**config.mk**
```make
export PLATFORM = sky130hd
export DESIGN_NAME = if_fetch_unit
export DESIGN_NICKNAME = d
export VERILOG_FILES = /design/src/rtl/if_fetch_unit.sv
export SDC_FILE = /design/constraint.sdc
export NUM_CORES = 1
export LEC_CHECK = 0
export BUFFER_PORTS_ARGS = -buffer_cell sky130_fd_sc_hd__buf_4
export CORE_MARGIN = 3
export CORE_UTILIZATION = 45
export CTS_CLUSTER_SIZE = 14
export DETAILED_ROUTE_END_ITERATION = 8
export GPL_TIMING_DRIVEN = 1
export PLACE_DENSITY = 0.71
export SYNTH_ARGS = -nofsm -noshare
export SYNTH_HDL_FRONTEND = slang
export SYNTH_SLANG_ARGS = --single-unit
```
**constraint.sdc**
```tcl
create_clock -name clk -period 11.5 [get_ports clk]
set_clock_uncertainty 0.15 [all_clocks]
set_input_delay 0.575 -clock clk [delete_from_list [all_inputs] [get_ports clk]]
set_output_delay 0.575 -clock clk [all_outputs]
set_load 0.01 [all_outputs]
```
**src/rtl/if_fetch_unit.sv**
```systemverilog
// Instruction-fetch sequencer: issues one outstanding req/ack fetch at a time,
// buffers returned words in a small FIFO for IF/ID, and steers the PC register.
module if_fetch_unit #(
   parameter int unsigned DEPTH   = 2,
   parameter logic [31:0] PC_STEP = 32'd4
) (
   input  logic        clk,
   input  logic        rst,
   input  logic [31:0] pc_in,
   output logic [31:0] pc_next,
   output logic        pc_freeze,
   input  logic        branch_taken,
   input  logic [31:0] branch_addr,
   input  logic        id_freeze,
   output logic        mem_req,
   output logic [31:0] mem_addr,
   input  logic        mem_ack,
   input  logic [31:0] mem_rdata,
   output logic        if_valid,
   output logic [31:0] if_instr,
   output logic [31:0] if_pc
);

   localparam int unsigned PW = (DEPTH > 1) ? $clog2(DEPTH) : 1;
   localparam int unsigned CW = $clog2(DEPTH) + 1;

   localparam logic [1:0] S_IDLE  = 2'd0;
   localparam logic [1:0] S_WAIT  = 2'd1;
   localparam logic [1:0] S_DRAIN = 2'd2;

   logic [1:0]    r_state;
   logic [31:0]   r_mem_addr;
   logic [31:0]   r_instr [DEPTH];
   logic [31:0]   r_pc    [DEPTH];
   logic [PW-1:0] r_wptr;
   logic [PW-1:0] r_rptr;
   logic [CW-1:0] r_count;

   logic w_valid;
   logic w_push;
   logic w_pop;

   assign w_valid = (r_count != '0);
   // A branch in the ack cycle kills the returning word.
   assign w_push  = rst && (r_state == S_WAIT) && mem_ack && !branch_taken;
   assign w_pop   = w_valid && !id_freeze && !branch_taken;

   // Branch redirect outranks the sequential advance from an accepted ack.
   always_comb begin
      pc_next   = pc_in + PC_STEP;
      pc_freeze = 1'b1;
      if (rst) begin
         if (branch_taken) begin
            pc_next   = branch_addr;
            pc_freeze = 1'b0;
         end else if (w_push) begin
            pc_freeze = 1'b0;
         end
      end
   end

   assign mem_req  = (r_state != S_IDLE);
   assign mem_addr = r_mem_addr;
   assign if_valid = w_valid;
   assign if_instr = w_valid ? r_instr[r_rptr] : '0;
   assign if_pc    = w_valid ? r_pc[r_rptr]    : '0;

   always_ff @(posedge clk) begin
      if (!rst) begin
         r_state    <= S_IDLE;
         r_mem_addr <= '0;
         r_wptr     <= '0;
         r_rptr     <= '0;
         r_count    <= '0;
      end else begin
         case (r_state)
            S_IDLE: begin
               // Issue gated on registered occupancy so a push can never overflow.
               if ((r_count < CW'(DEPTH)) && !branch_taken) begin
                  r_state    <= S_WAIT;
                  r_mem_addr <= pc_in;
               end
            end
            S_WAIT: begin
               if (mem_ack)
                  r_state <= S_IDLE;
               else if (branch_taken)
                  r_state <= S_DRAIN;
            end
            S_DRAIN: begin
               if (mem_ack)
                  r_state <= S_IDLE;
            end
            default: r_state <= S_IDLE;
         endcase

         if (branch_taken) begin
            r_count <= '0;
            r_wptr  <= '0;
            r_rptr  <= '0;
         end else begin
            if (w_push)
               r_wptr <= r_wptr + PW'(1);
            if (w_pop)
               r_rptr <= r_rptr + PW'(1);
            if (w_push && !w_pop)
               r_count <= r_count + CW'(1);
            else if (!w_push && w_pop)
               r_count <= r_count - CW'(1);
         end
      end
   end

   always_ff @(posedge clk) begin
      if (w_push) begin
         r_instr[r_wptr] <= mem_rdata;
         r_pc[r_wptr]    <= r_mem_addr + PC_STEP;
      end
   end

endmodule

```
==> results.md <==
* Drt drc at 0
* Switch Pwr at between 0.2 and 0.3 mW
* Hold-fix buffers, CTS at 0
* Setup crit end: pc_next[24]
* Grt ovf at 0
* PortBufs at 231
* Slowest-stage cell, CP: or4_1
* Die height at approximately 140 um
* Gp weighted congestion at around 0.87
* Max Freq at between 300 and 400 MHz
* Crit path from: pc_in[2]
* Worst r2r src: mem_addr[2]
* Most frequent cells in the layout: 236 x buf_4, 128 x edfxtp_1, 105 x nand2_1, 92 x nor2_1, 65 x mux2i_1
* Largest net degree at the start of global routing at 66
* Clock sinks at around 170
* Share of the synthesized area in the top cell type at 0.493
* Vias in the first global route at approximately 5,600
* # resized after CTS at 0
* CTS Buffer Depth at 2
* Min-Delay Path Class: in -> reg
* RSZ-0062 raised after global routing: false
* Via count at a little under 6,000
* TritonRoute pass-1 iters at 4
* Htree depth at 4
* Post-CTS Repair Setup Buffers at 0
* Fin. max-slew vios at 0
* Mean Syn Cell Area at 11.1 um2
* Routed WL per cell at ~16 um
* CTS Buf Count at 17
* Clock Power Share at 0.403
* Slew HR at 0.289
* CP arrival at roughly 2500 ps
* Worst Tran Pin Value at 1060 ps
* Dpl ws at roughly 8300 ps
* Leak Pwr at 3.87 nW
* Hold Violations, Final at 0
* Mapped Cells at slightly above 700
* Antenna Cells at 0
* Worst-path cell chain: buf_4, ha_1, nand3_1, or4_1, or4_1, a31oi_1, buf_4
* Combinational Power Share at 0.096
* Required @ worst endpoint at roughly 11,000 ps
* Yosys top cell by area: edfxtp_1
* Setup WS post-layout at 8250 ps
* Cell area after synthesis at ~8000 um2
* R2r endpoint: r_pc[1][28]
* Post-layout min period at between 3000 and 4000 ps
* Row count at 47
* Synth Register Bits at ~170
* R2R cell count at 5
* Post-Syn Nets at between 800 and 900
* Sw Share at 0.216
* Max IR drop VDD at 0.000101 V
* Routed WL at about 19,000 um
* R2R setup slack at 8970 ps
* Crit path launch type: input port
* CTS tree: yes
* Largest cells by area after synthesis: edfxtp_1 49%, dfxtp_1 10%, mux2i_1 8.3%, nand2_1 5.1%, nor2_1 4.5%
* DR iter-0 viols at roughly 390
* Global-route wire length before repair at 28,800 um
* Status: finished, final reports clean
* Worst setup EP type: output port
* CORE AREA at between 15,000 and 20,000 um2
* Crit-path max FO at 9
* Initial antenna violation count at 0
* Seq pwr share at 0.501
* CP max stage delay at about 620 ps
* Area Growth Syn to Fin at 31.9%
* PwrDens at 130 nW/um2
* Post-Route Setup TNS at 0 ps
* Number of fill cells at roughly 1,400
* Skew-Pair Late Insertion Delay at approximately 420 ps
* Initial core utilization at 0.465
* Layout cells sized above 1 at 0.296
* Crit path kind: in -> out
* CTS root buf: clkbuf_16
* Synth warn at 0
* Vias/cell at roughly 5.2
* DIE WIDTH at 138 um
* Tot GR Track Use at 0.197
* Post-DP HPWL at 13,500 um
* Post-synth cell types at 38
* Clock transition at the registers of the reported paths at about 60 ps
* Final net count at 1,023
* Post-route ant nets at 0
* Maxcap violations at 0
* Sequential area share after synthesis at 0.593
* Period utilization at 0.282
* Die area at 18,900 um2
* Pint at approximately 1.1 mW
* Commonest non-fill, non-tap cell in the layout: buf_4
* Worst min-delay path startpoint: mem_ack
* # IOs at around 230
* Final setup vio count at 0
## flip-flops by register name, summed over array words and instances, names as in the netlist, named ones only
signal,count
r_instr,64
r_count,2
r_pc,64
mem_addr,32
r_wptr,1
r_rptr,1
r_state,2
## power by group through the flow
| stage | Sequential (mW) | Combinational [mW] | Clock, mW |
|---|---|---|---|
| 6_report | 0.672 | 0.129 | 0.540 |
| 5_1_grt | 0.674 | 0.142 | 0.575 |
| 4_1_cts | 0.672 | 0.130 | 0.553 |
| 3_5_place_dp | 0.685 | 0.130 | 0 |
| 3_3_place_gp | 0.684 | 0.128 | 0 |
| 2_1_floorplan | 0.686 | 0.0514 | 0 |
## worst min path at each step
stage / cells after the start / slack (ps) / to
5_1_grt: 2 / 170 / r_state[1]
4_1_cts: 2 / 160 / r_state[1]
3_3_place_gp: 2 / 330 / mem_addr[31]
2_1_floorplan: 2 / 320 / flip-flop
6_report: 2 / 180 / r_state[1]
3_5_place_dp: 2 / 350 / flip-flop
## area by class of cell
type	instances	area, um2	share of cell area
clock buffer	25	507	0.0493
clock inverter	7	63.8	0.00621
inverter	7	26.3	0.00256
multi-input combinational	490	3010	0.293
sequential	167	4630	0.450
tap	220	275	0.0268
timing repair buffer	236	1770	0.172
## per-stage QoR
| stage | cell area (um2) | hold WS [ps] | power [mW] | util | cells |
|---|---|---|---|---|---|
| after CTS | 10300 | 163 | 1.35 | 0.614 | 1152 |
| after global routing | 10300 | 166 | 1.39 | 0.614 | 1152 |
| after global placement | 9710 | 335 | 0.812 | 0.579 | 1120 |
| after detailed placement | 9710 | 349 | 0.814 | 0.579 | 1120 |
| final | 10300 | 183 | 1.34 | 0.614 | 1152 |
| after floorplan | 7800 | 322 | 0.737 | - | 704 |
## worst max-delay path, delay by kind of cell
family          cells  cell delay (ps)
simple gates        3             1280
compound gates      1              190
fa+ha+maj           1              200
buf+inv             2              270
## Yosys cell counts (all sizes together)
master	number
a21boi	32
nor4b	1
a31oi	15
nand3	25
dfxtp	39
nand2b	1
xnor2	26
nand4	14
clkbuf	35
o211ai	1
a21oi	2
o21ai	24
ha	3
nand2	105
buf	5
edfxtp	128
xor2	19
mux2i	65
or4	11
nor3b	1
nor3	6
o31ai	5
nor2	93
and3	5
or2	2
or3	13
and4	7
and2	3
nor2b	2
inv	7
or4b	1
nor4	8
## per-layer routing
| metal | GRT usage | up-vias | share of wire | routed length (um) |
|---|---|---|---|---|
| li1 | - | 2959 | - | - |
| met1 | 0.238 | 2766 | 0.40 | 7590 |
| met2 | 0.333 | 211 | 0.49 | 9280 |
| met3 | 0.0712 | 13 | 0.093 | 1760 |
| met4 | 0.0521 | 0 | 0.0086 | 161 |
| met5 | 0 | - | 0 | 0 |
## logic make-up (layout without fill, tap and decap cells)
family	count (synthesis)	count (layout)	synth area share
mux	65	65	0.0835
buf+inv	47	275	0.0233
flops	167	167	0.593
xor+xnor	45	45	0.0506
compound gates	79	79	0.0653
simple gates	298	298	0.179
fa+ha+maj	3	3	0.00482
(Power assumes the default switching activity.)
